`src/rtl/mem_access_stage.sv`:
```
// mem_access_stage
//   Memory-access stage of the RV32 pipeline. It takes the execute-stage
//   ALU result as the effective address and drives a req/gnt/rvalid
//   data-memory port. It aligns store data onto byte lanes and extracts and
//   extends load data. Results go to writeback through a registered
//   valid/ready handshake.
//
// Ports
//   clk_i, rst_n_i          clock (rising edge), async active-low reset
//   E_valid_i / M_ready_o   execute -> stage handshake (M_ready_o is combinational)
//   E_valE_i                ALU result / effective address
//   E_store_data_i          rs2 store data
//   E_load_i, E_store_i     op type (load wins if both are set)
//   E_size_i, E_unsigned_i  access size (00 b, 01 h, 1x w), zero-extend select
//   E_rd_i, E_rd_we_i       destination register and its write enable
//   dmem_*                  data-memory request port
//   M_valid_o / W_ready_i   stage -> writeback handshake
//   M_rd_o, M_rd_we_o       destination to writeback (we forced 0 on store/misalign)
//   M_valM_o                load data, or the ALU result for other ops
//   M_misalign_o            misaligned access; no bus cycle was issued
//
// state | meaning
// ------+------------------------------------------------------------
// IDLE  | empty, ready to accept
// REQ   | dmem_req_o high, bus fields held until dmem_gnt_i
// RESP  | load granted, waiting for dmem_rvalid_i
// OUT   | result presented to writeback until W_ready_i

module mem_access_stage #(
  parameter int XLEN   = 32,
  parameter int ADDR_W = 32
) (
  input  logic              clk_i,
  input  logic              rst_n_i,
  input  logic              E_valid_i,
  output logic              M_ready_o,
  input  logic [XLEN-1:0]   E_valE_i,
  input  logic [XLEN-1:0]   E_store_data_i,
  input  logic              E_load_i,
  input  logic              E_store_i,
  input  logic [1:0]        E_size_i,
  input  logic              E_unsigned_i,
  input  logic [4:0]        E_rd_i,
  input  logic              E_rd_we_i,
  output logic              dmem_req_o,
  output logic              dmem_we_o,
  output logic [ADDR_W-1:0] dmem_addr_o,
  output logic [XLEN-1:0]   dmem_wdata_o,
  output logic [3:0]        dmem_be_o,
  input  logic              dmem_gnt_i,
  input  logic              dmem_rvalid_i,
  input  logic [XLEN-1:0]   dmem_rdata_i,
  output logic              M_valid_o,
  input  logic              W_ready_i,
  output logic [4:0]        M_rd_o,
  output logic              M_rd_we_o,
  output logic [XLEN-1:0]   M_valM_o,
  output logic              M_misalign_o
);

  typedef enum logic [1:0] {IDLE, REQ, RESP, OUT} state_t;

  state_t            state;
  logic [XLEN-1:0]   val_q;
  logic [1:0]        size_q;
  logic              uns_q;
  logic              rd_we_q;
  logic              load_q;

  logic              accept;
  logic              e_load;
  logic              e_store;
  logic              e_mem;
  logic              e_misalign;
  logic [3:0]        e_be;
  logic [XLEN-1:0]   e_wdata;
  logic [XLEN-1:0]   rd_shift;
  logic [XLEN-1:0]   load_ext;

  assign M_ready_o   = (state == IDLE) | ((state == OUT) & W_ready_i);
  assign accept      = E_valid_i & M_ready_o;
  assign dmem_addr_o = {val_q[ADDR_W-1:2], 2'b00};

  assign e_load  = E_load_i;
  assign e_store = E_store_i & ~E_load_i;
  assign e_mem   = e_load | e_store;

  always_comb begin
    e_misalign = 1'b0;
    e_be       = 4'b1111;
    e_wdata    = E_store_data_i;
    case (E_size_i)
      2'b00: begin
        e_be    = 4'b0001 << E_valE_i[1:0];
        e_wdata = {4{E_store_data_i[7:0]}};
      end
      2'b01: begin
        e_misalign = E_valE_i[0];
        e_be       = 4'b0011 << E_valE_i[1:0];
        e_wdata    = {2{E_store_data_i[15:0]}};
      end
      default: begin
        e_misalign = (E_valE_i[1:0] != 2'b00);
      end
    endcase
  end

  // Move the addressed lane down to bit 0 first so that one extender
  // serves every byte offset.
  always_comb begin
    rd_shift = dmem_rdata_i >> {val_q[1:0], 3'b000};
    case (size_q)
      2'b00:   load_ext = uns_q ? {{(XLEN-8){1'b0}}, rd_shift[7:0]}
                                : {{(XLEN-8){rd_shift[7]}}, rd_shift[7:0]};
      2'b01:   load_ext = uns_q ? {{(XLEN-16){1'b0}}, rd_shift[15:0]}
                                : {{(XLEN-16){rd_shift[15]}}, rd_shift[15:0]};
      default: load_ext = rd_shift;
    endcase
  end

  always_ff @(posedge clk_i or negedge rst_n_i) begin
    if (!rst_n_i) begin
      state        <= IDLE;
      val_q        <= '0;
      size_q       <= '0;
      uns_q        <= 1'b0;
      rd_we_q      <= 1'b0;
      load_q       <= 1'b0;
      dmem_req_o   <= 1'b0;
      dmem_we_o    <= 1'b0;
      dmem_wdata_o <= '0;
      dmem_be_o    <= '0;
      M_valid_o    <= 1'b0;
      M_rd_o       <= '0;
      M_rd_we_o    <= 1'b0;
      M_valM_o     <= '0;
      M_misalign_o <= 1'b0;
    end else if (accept) begin
      val_q        <= E_valE_i;
      size_q       <= E_size_i;
      uns_q        <= E_unsigned_i;
      rd_we_q      <= E_rd_we_i;
      load_q       <= e_load;
      M_rd_o       <= E_rd_i;
      M_valM_o     <= E_valE_i;
      M_misalign_o <= 1'b0;
      // Read cycles carry no byte strobes; the lane is picked on return.
      dmem_we_o    <= e_store & ~e_misalign;
      dmem_be_o    <= (e_store & ~e_misalign) ? e_be : 4'b0000;
      dmem_wdata_o <= (e_store & ~e_misalign) ? e_wdata : '0;
      if (!e_mem) begin
        state     <= OUT;
        M_valid_o <= 1'b1;
        M_rd_we_o <= E_rd_we_i;
      end else if (e_misalign) begin
        state        <= OUT;
        M_valid_o    <= 1'b1;
        M_rd_we_o    <= 1'b0;
        M_misalign_o <= 1'b1;
      end else begin
        state      <= REQ;
        dmem_req_o <= 1'b1;
        M_valid_o  <= 1'b0;
        M_rd_we_o  <= 1'b0;
      end
    end else begin
      case (state)
        REQ: begin
          if (dmem_gnt_i) begin
            dmem_req_o <= 1'b0;
            if (load_q) begin
              state <= RESP;
            end else begin
              state     <= OUT;
              M_valid_o <= 1'b1;
              M_rd_we_o <= 1'b0;
            end
          end
        end
        RESP: begin
          if (dmem_rvalid_i) begin
            state     <= OUT;
            M_valM_o  <= load_ext;
            M_rd_we_o <= rd_we_q;
            M_valid_o <= 1'b1;
          end
        end
        OUT: begin
          if (W_ready_i) begin
            state     <= IDLE;
            M_valid_o <= 1'b0;
          end
        end
        default: ;
      endcase
    end
  end

endmodule

```
`config.mk`:
```
export PLATFORM = sky130hd
export DESIGN_NAME = mem_access_stage
export DESIGN_NICKNAME = d
export VERILOG_FILES = /design/src/rtl/mem_access_stage.sv
export SDC_FILE = /design/constraint.sdc
export NUM_CORES = 1
export LEC_CHECK = 0
export BUFFER_PORTS_ARGS = -buffer_cell sky130_fd_sc_hd__clkbuf_2
export CAP_MARGIN = 20
export CORE_UTILIZATION = 53
export CTS_CLUSTER_DIAMETER = 40
export DETAILED_ROUTE_END_ITERATION = 8
export PLACE_DENSITY_LB_ADDON = 0.1
export SETUP_SLACK_MARGIN = 0.3
export SLEW_MARGIN = 25
export SYNTH_ARGS = -nofsm -noshare
export SYNTH_HDL_FRONTEND = slang
export SYNTH_SLANG_ARGS = --single-unit
export TNS_END_PERCENT = 100
```
`constraint.sdc`:
```
create_clock -name clk_i -period 5.1 [get_ports clk_i]
set_input_delay 1.02 -clock clk_i [delete_from_list [all_inputs] [get_ports clk_i]]
set_output_delay 1.02 -clock clk_i [all_outputs]
set_load 0.02 [all_outputs]
```
==> impl_metrics.json, run 1 <==
{
  "slowest_stage": "a2111oi_4",
  "comb_power_share": 0.425,
  "routed-via-count": 5255,
  "p_leak_nw": 3.92,
  "grt_usage": 0.295,
  "postCtsHoldBufs": 0,
  "synth_top_family_by_area": "simple AND/OR/NAND/NOR gates",
  "utilization": 0.682,
  "switching_share": 0.414,
  "cts_max_level": 4,
  "crit_path_end_kind": "flip-flop",
  "maxCapViolations": 0,
  "synth_compound_area_frac": 0.150,
  "worstPathCellList": "inv_1, ha_1, a21o_1, and2_2, buf_4, a2111oi_4, a22oi_1",
  "synth_xor_area_frac": 0.00296,
  "grt_first_pass_wirelength_um": 25800,
  "required_ps": 5440,
  "cts_tree": "done",
  "gr-total-overflow": 0,
  "start_kind": "flip-flop",
  "clock_sinks": 117,
  "final_common_cell": "clkbuf_2",
  "clockBufferDepth": 2,
  "drive_above_1_share": 0.339,
  "ys_seq_elements": 117,
  "via_per_inst": 5.56,
  "worst-slew-pin-transition_ps": 987,
  "power_frac_clock": 0.235,
  "drt-pass1-iter-count": 4,
  "synth_edf_count": 0,
  "cts_buffers": 17,
  "critical_path_class": "reg -> reg",
  "die-area_um2": 11600,
  "synth_warnings": 0,
  "start_util": 0.546,
  "synth_mux_area_frac": 0.118,
  "max-vdd-ir-drop_v": 0.000311,
  "netlist-cell-type-count": 45,
  "fmax_mhz": 329,
  "fp-row-count": 38,
  "outcome": "complete, no violations",
  "syn2layout_area_growth_pct": 25.0,
  "finalHoldViolCount": 0,
  "power.density_nw_per_um2": 645,
  "grt_pass1_vias": 5070,
  "dp_slack_ps": 1560,
  "synth_adder_area_share": 0.00846,
  "layout_min_cycle_time_ps": 3040,
  "slowest_delay_ps": 840,
  "drt_iter0_drc": 348,
  "finalSetupViolCount": 0,
  "cts_root_buf": "clkbuf_8",
  "arrival_ps": 3380,
  "crit_fanout": 44,
  "rsz0062_at_grt": "false",
  "layout_common_cells": "clkbuf_2, nand2_1, dfrtp_1",
  "port_buffers": 221,
  "fin_worst_skew_ps": 7.89,
  "hold_class": "reg -> reg",
  "grt_start_max_net_pins": 106,
  "io-pin-count": 224,
  "p_seq_frac": 0.340,
  "synth.avg_cell_area_um2": 9.52,
  "ys_seq_area_frac": 0.495,
  "yosys.area.top_type": "dfrtp_1",
  "postCtsResizedCells": 0,
  "fp.dieW_um": 108,
  "post-cts-setup-buffers": 0,
  "synth_ff_type": "dfrtp_1",
  "clk_latency_ps": 520,
  "antenna_cells": 0,
  "fin_ws_ps": 2060,
  "switchingPower_mw": 1.97,
  "antenna_found_initial": 0,
  "fin_nets": 913,
  "detail-route-antenna-nets": 0,
  "coreArea_um2": 10800,
  "synthArstFlopShare": 1.00,
  "finalSetupTns_ps": 0,
  "path_clk_slew_ps": 50,
  "slew_viol_final": 0,
  "fill_cells": 905,
  "intPower_mw": 2.80,
  "syn_inst": 621,
  "post-route-period-util": 0.595,
  "wl_per_cell_um": 17.5,
  "slew_headroom": 0.342,
  "place_congestion": 0.835,
  "synth_top_area_frac": 0.495,
  "dp_hpwl_um": 11600,
  "synthTopCellsByArea": "dfrtp_1, nand2_1, mux2i_1",
  "routed_wl_um": 16500,
  "dieHeight_um": 108,
  "syn_area_um2": 5910,
  "synth-simple-area-share": 0.152,
  "drc": 0
}
==> critical path: cells and delay by family, from the launching register on <==
kind | cells | cell delay, ps
AOI/OAI and AO/OA | 3 | 1370
buffers and inverters | 2 | 430
DFF | 1 | 420
and+or+nand+nor | 1 | 360
adders and majority gates | 1 | 260
==> through the flow <==
stage | hold slack (ps) | instances | cell area [um^2] | total power [mW]
floorplan | 447 | 622 | 5920 | 3.12
detailed placement | 462 | 916 | 6810 | 3.64
global route | 488 | 945 | 7390 | 5.06
finish | 472 | 945 | 7390 | 4.77
global placement | 457 | 916 | 6810 | 3.58
CTS | 476 | 944 | 7370 | 4.78
==> final timing paths <==
check	endpoint	cells past startpoint	slack, ps	from
hold / removal	val_q[13]$_DFFE_PN0P_	1	470	val_q[13]$_DFFE_PN0P_
setup reg to reg	M_valM_o[18]$_DFFE_PN0P_	7	2060	state[0]$_DFFE_PN0P_
hold reg to reg	val_q[13]$_DFFE_PN0P_	1	470	val_q[13]$_DFFE_PN0P_
min in group asynchronous	val_q[30]$_DFFE_PN0P_	1	530	rst_n_i
max in group asynchronous	val_q[0]$_DFFE_PN0P_	2	3500	rst_n_i
setup / recovery	M_valM_o[18]$_DFFE_PN0P_	7	2060	state[0]$_DFFE_PN0P_
==> state kept, by name, indices dropped and copies added, names as in the netlist <==
register and flops:
dmem_be_o 4, size_q 2, M_rd_we_o 1, dmem_we_o 1
M_valM_o 32, M_valid_o 1, M_misalign_o 1, M_rd_o 5
uns_q 1, load_q 1, val_q 32, dmem_req_o 1
rd_we_q 1, dmem_wdata_o 32, state 2
==> cell usage after synthesis (all sizes together) (3+ instances only) <==
master,n
buf,51
clkbuf,18
nand3,3
dfrtp,117
a22oi,17
nor2b,4
nor2,16
or2,3
o31ai,3
ha,4
a21o,5
a221o,6
a21oi,28
mux2,10
a22o,9
inv,6
nand2b,5
and3,7
mux2i,56
a31oi,5
o21ai,59
nand2,167
==> layer usage <==
metal / vias to the layer above / share of wire / global-route usage / wire, um
li1: 2458 / - / - / -
met1: 2538 / 0.42 / 0.379 / 6900
met2: 218 / 0.49 / 0.482 / 8120
met3: 41 / 0.070 / 0.0751 / 1150
met4: 0 / 0.022 / 0.107 / 359
met5: - / 0 / 0 / 0
==> kinds of logic after synthesis <==
kind of cell / count (synthesis)
xor+xnor: 2
compound gates: 141
buf+inv: 75
mux: 67
fa+ha+maj: 4
other cells: 1
flops: 117
simple gates: 214
==> power groups by stage <==
| stage | logic (mW) | registers, mW | clock network, mW |
|---|---|---|---|
| finish | 2.03 | 1.62 | 1.12 |
| global route | 2.22 | 1.67 | 1.17 |
| CTS | 2.03 | 1.62 | 1.13 |
| detailed placement | 2.02 | 1.62 | 0 |
| global placement | 1.97 | 1.61 | 0 |
| floorplan | 1.32 | 1.81 | 0 |
==> layout make-up <==
cell class | instances | area [um^2] | share of cell area
clock buffer | 23 | 477 | 0.0645
inverter | 6 | 22.5 | 0.00305
clock inverter | 5 | 75.1 | 0.0102
tap | 140 | 175 | 0.0237
multi-input combinational | 430 | 2570 | 0.348
timing repair buffer | 224 | 1140 | 0.154
sequential | 117 | 2930 | 0.396
Note: power is estimated with default switching activity, not from simulation.
==> run 2, diff against run 1 <==
CORE_UTILIZATION = 50   (was 53)
clock period = 2.9 ns   (was 5.1 ns; I/O delays follow)
==> run 2 against run 1 <==
Effect of this change: utilization shrank 2.4 points; die area rose by 5.9%; global-route usage decreased by 1.8 points; clock-buffer cell count is 2 lower; clock power up 94%; final cell count grew 1.8%; sequential share of layout area down 0.81 points; register-to-register slack got worse by 1500 ps; largest power group unchanged.
==> impl_metrics.json, run 2 (synthesis results as in run 1) <==
{
  "hold_ws_ps": 195,
  "ff2ff_setup_slack_ps": 590,
  "clock_sinks": 117,
  "arrival_ps": 1740,
  "routed-via-count": 5239,
  "syn2layout_area_growth_pct": 27.5,
  "cts_root_buf": "clkbuf_16",
  "dieHeight_um": 111,
  "cp_num_buf_inv": 2,
  "slowest_delay_ps": 440,
  "utilization": 0.658,
  "fin_nets": 923,
  "grt_first_pass_wirelength_um": 26800,
  "grt_usage": 0.277,
  "place_inst": 930,
  "clockBufferDepth": 2,
  "crit_path_start": "state[0]$_DFFE_PN0P_",
  "dp_hpwl_um": 12000,
  "outcome": "complete, no violations",
  "top_regs": "M_valM_o x32, dmem_wdata_o x32, val_q x32",
  "fin_area_um2": 7540,
  "clk_latency_ps": 410,
  "fin_total_pwr_mw": 8.63,
  "io-pin-count": 224,
  "wl_per_cell_um": 17.1,
  "slew_viol_final": 0,
  "port_buffers": 221,
  "drt_iter0_drc": 365,
  "required_ps": 2320,
  "cts_buffers": 17,
  "grt_start_max_net_pins": 50,
  "drc": 0,
  "fp.dieW_um": 111,
  "p_leak_nw": 4.01,
  "cp-endpoint": "M_ready_o",
  "rsz0062_at_grt": "false",
  "slowest_stage": "dfrtp_1",
  "grt_pass1_vias": 5191,
  "coreArea_um2": 11500,
  "fp-row-count": 39,
  "r2r-end": "M_valM_o[27]$_DFFE_PN0P_",
  "drive_above_1_share": 0.348,
  "path_clk_slew_ps": 50,
  "die-area_um2": 12300,
  "max-vdd-ir-drop_v": 0.000675,
  "start_kind": "flip-flop",
  "fill_cells": 978,
  "slew_headroom": 0.561,
  "post-route-period-util": 0.799,
  "worstPathCellList": "inv_1, ha_1, a21o_1, clkbuf_2",
  "fmax_mhz": 432,
  "crit_family": "flip-flops",
  "dp_slack_ps": 551,
  "finalSetupTns_ps": 0,
  "path_depth": 4,
  "r2r_start": "state[0]$_DFFE_PN0P_",
  "via_per_inst": 5.45,
  "final_common_cell": "clkbuf_2",
  "drt-pass1-iter-count": 4,
  "place_congestion": 0.834,
  "antenna_found_initial": 0,
  "crit_path_end_kind": "output pin",
  "hold_class": "in -> async",
  "detail-route-antenna-nets": 0,
  "finalSetupViolCount": 0,
  "place_area_um2": 6930,
  "ff2ff_path_depth": 7,
  "antenna_cells": 0,
  "critical_path_class": "reg -> out",
  "start_util": 0.516,
  "fin_cells": 962,
  "layout_common_cells": "clkbuf_2, nand2_1, dfrtp_1",
  "cts_tree": "done",
  "layout_min_cycle_time_ps": 2320,
  "maxCapViolations": 0,
  "postCtsHoldBufs": 0,
  "cts_max_level": 4,
  "fin_ws_ps": 583,
  "finalHoldViolCount": 0,
  "power.density_nw_per_um2": 1140,
  "crit_fanout": 10,
  "worst-slew-pin-transition_ps": 659,
  "gr-total-overflow": 0,
  "routed_wl_um": 16400,
  "fin_worst_skew_ps": 7.07
}
[run 2: cell types whose count changed in the layout (fill, tap and decap cells not counted), moves of 2 or more]
cell,change
clkinv_2,+4
and2_2,-2
buf_6,-2
buf_12,+2
bufinv_16,+2
buf_4,+10
clkbuf_8,-3
[run 2: how the worst min path moves through the flow]
| stage | to |
|---|---|
| floorplan | M_misalign_o$_DFFE_PN0P_ |
| global placement | M_rd_o[4]$_DFFE_PN0P_ |
| detailed placement | M_rd_o[4]$_DFFE_PN0P_ |
| CTS | val_q[27]$_DFFE_PN0P_ |
| global route | M_valM_o[27]$_DFFE_PN0P_ |
| finish | val_q[27]$_DFFE_PN0P_ |
[run 2: metal layers]
metal,share of wire,GRT usage,vias to the layer above
met1,0.42,0.355,2536
met5,0,0,-
met2,0.49,0.452,200
met4,0.013,0.0889,0
met3,0.076,0.0815,17
li1,-,-,2486
[run 2: final cells by class]
class | instances | area [um^2] | area share
inverters | 6 | 22.5 | 0.00299
repair buffers | 234 | 1230 | 0.163
clock inverters | 11 | 155 | 0.0206
well taps | 143 | 179 | 0.0237
clock buffers | 21 | 460 | 0.0610
flip-flops and latches | 117 | 2930 | 0.388
multi-input cells | 430 | 2570 | 0.340
[run 2: power breakdown]
part           switching, mW  internal (mW)
registers              0.449           2.32
clock network          0.704           1.47
logic                   2.32           1.37
[run 2: repair_timing]
item                                    4_1_cts  5_1_grt
gates resized for setup                       0        1
setup buffers                                 0        0
endpoints found under the setup margin        0        2
[run 2: worst register-to-register path: stages (launching register included)]
cell and delay [ps]:
dfrtp_1 440, inv_1 120, ha_1 250, a21o_1 280, nand2_4 340, buf_4 430
o21ai_0 160, a22oi_1 210
==> run 3, diff against run 2 <==
CORE_UTILIZATION = 45   (was 50)
clock period = 1.9 ns   (was 2.9 ns; I/O delays follow)
==> run 3 against run 2 <==
Effect of this change: final area increased by 26%; critical path depth unchanged; combinational power grew 140%; final cell count up 10%; highest routed layer unchanged; critical endpoint unchanged; global-route usage increased by 2.5 points.
==> impl_metrics.json, run 3 (synthesis results as in run 1) <==
{
  "gr-total-overflow": 0,
  "antenna_found_initial": 0,
  "p_seq_frac": 0.258,
  "via_per_inst": 5.53,
  "io-pin-count": 224,
  "die-area_um2": 13600,
  "port_buffers": 221,
  "grt_start_max_net_pins": 47,
  "critical_path_class": "reg -> out",
  "intPower_mw": 9.83,
  "whs_path_depth": 3,
  "fin_nets": 995,
  "coreArea_um2": 12700,
  "crit_family": "flip-flops",
  "top_regs": "M_valM_o x32, dmem_wdata_o x32, val_q x32",
  "layout_min_cycle_time_ps": 1890,
  "crit_path_end_kind": "output pin",
  "fin_worst_skew_ps": 5.27,
  "cp_num_buf_inv": 2,
  "syn2layout_area_growth_pct": 60.3,
  "place_congestion": 0.865,
  "antenna_cells": 0,
  "routed-via-count": 5880,
  "grt_first_pass_wirelength_um": 30300,
  "fin_area_um2": 9480,
  "dp_hpwl_um": 12600,
  "required_ps": 1520,
  "slowest_stage": "dfrtp_2",
  "worst-slew-pin-transition_ps": 509,
  "arrival_ps": 1510,
  "cts_tree": "done",
  "finalHoldViolCount": 0,
  "clock_sinks": 117,
  "detail-route-antenna-nets": 0,
  "fmax_mhz": 530,
  "fp-row-count": 41,
  "power_frac_clock": 0.213,
  "start_util": 0.465,
  "p_leak_nw": 4.87,
  "maxCapViolations": 0,
  "wl_per_cell_um": 19.7,
  "final_common_cell": "clkbuf_2",
  "fp.dieW_um": 117,
  "rsz0062_at_grt": "true",
  "finalSetupViolCount": 0,
  "dp_slack_ps": -51.4,
  "switchingPower_mw": 6.68,
  "power.density_nw_per_um2": 1740,
  "clk_latency_ps": 420,
  "crit_fanout": 5,
  "grt_pass1_vias": 5865,
  "clockBufferDepth": 2,
  "slew_viol_final": 0,
  "drt_iter0_drc": 387,
  "ff2ff_path_depth": 9,
  "cts_buffers": 17,
  "layout_common_cells": "clkbuf_2, dfrtp_1, nand2_1",
  "cts_root_buf": "clkbuf_16",
  "routed_wl_um": 21000,
  "path_depth": 4,
  "path_clk_slew_ps": 50,
  "post-route-period-util": 0.993,
  "drc": 0,
  "dieHeight_um": 117,
  "slowest_delay_ps": 440,
  "drive_above_1_share": 0.550,
  "fin_ws_ps": 13.2,
  "grt_usage": 0.302,
  "max-vdd-ir-drop_v": 0.00106,
  "hold_class": "in -> reg",
  "slew_headroom": 0.660,
  "worstPathCellList": "ha_4, a21o_4, buf_6, buf_8",
  "comb_power_share": 0.530,
  "switching_share": 0.405,
  "cts_max_level": 4,
  "place_area_um2": 7200,
  "outcome": "complete, no violations",
  "start_kind": "flip-flop",
  "drt-pass1-iter-count": 7
}
## run 3: per-layer routing
metal | vias to the layer above | GRT usage | routed length, um
li1 | 2637 | - | -
met1 | 2894 | 0.376 | 8510
met2 | 273 | 0.490 | 10300
met3 | 76 | 0.0680 | 1390
met4 | 0 | 0.164 | 793
met5 | - | 0 | 0
## run 3: power by group through the flow
stage               clock, mW  combinational [mW]  sequential (mW)
global placement            0                5.99             4.16
detailed placement          0                6.12             4.20
CTS                      3.53                7.82             4.19
global route             3.66                9.33             4.36
finish                   3.51                8.74             4.25
floorplan                   0                3.73             4.85
## run 3: worst paths after layout
check / startpoint / end / slack [ps]
setup / recovery: state[1]$_DFFE_PN0P_ / M_ready_o / 10
min in group asynchronous: rst_n_i / M_valM_o[25]$_DFFE_PN0P_ / 460
hold reg to reg: dmem_wdata_o[23]$_DFFE_PN0P_ / dmem_wdata_o[23]$_DFFE_PN0P_ / 470
setup reg to reg: state[0]$_DFFE_PN0P_ / M_valM_o[14]$_DFFE_PN0P_ / 70
hold / removal: E_rd_i[4] / M_rd_o[4]$_DFFE_PN0P_ / 150
max in group asynchronous: rst_n_i / val_q[3]$_DFFE_PN0P_ / 790
## run 3: worst reg2reg max path, delay by kind of cell, from the launching register on
kind,cells,cell delay [ps]
AND/OR/NAND/NOR,2,280
AO/OA/AOI/OAI,1,350
adder cells (fa/ha/maj),1,170
buffers and inverters,5,480
flip-flops,1,440
## run 3: stage by stage
stage | hold WS (ps) | cells | total power [mW] | TNS (ps) | util
floorplan | 84.4 | 622 | 8.58 | 0 | -
CTS | 139 | 1042 | 15.5 | -5.29 | 0.711
finish | 148 | 1063 | 16.5 | 0 | 0.745
global route | 150 | 1063 | 17.4 | -15.3 | 0.745
detailed placement | 373 | 972 | 10.3 | -209 | 0.566
global placement | 372 | 972 | 10.1 | 0 | 0.566
## run 3: layout make-up
| cell class | instances | area, um^2 |
|---|---|---|
| clock inverter | 14 | 208 |
| clock buffer | 18 | 439 |
| inverter | 6 | 22.5 |
| sequential | 117 | 2930 |
| fill | 908 | 3240 |
| tap | 172 | 215 |
| timing repair buffer | 305 | 2360 |
| multi-input combinational | 431 | 3300 |
## run 3: what timing repair did
action	CTS	global route
cloned	16	4
gates resized for setup	180	50
setup endpoints to repair	110	118
setup buffers	21	17
pin swaps	48	21
endpoints found under the hold margin	31	0
hold buffers	1	0
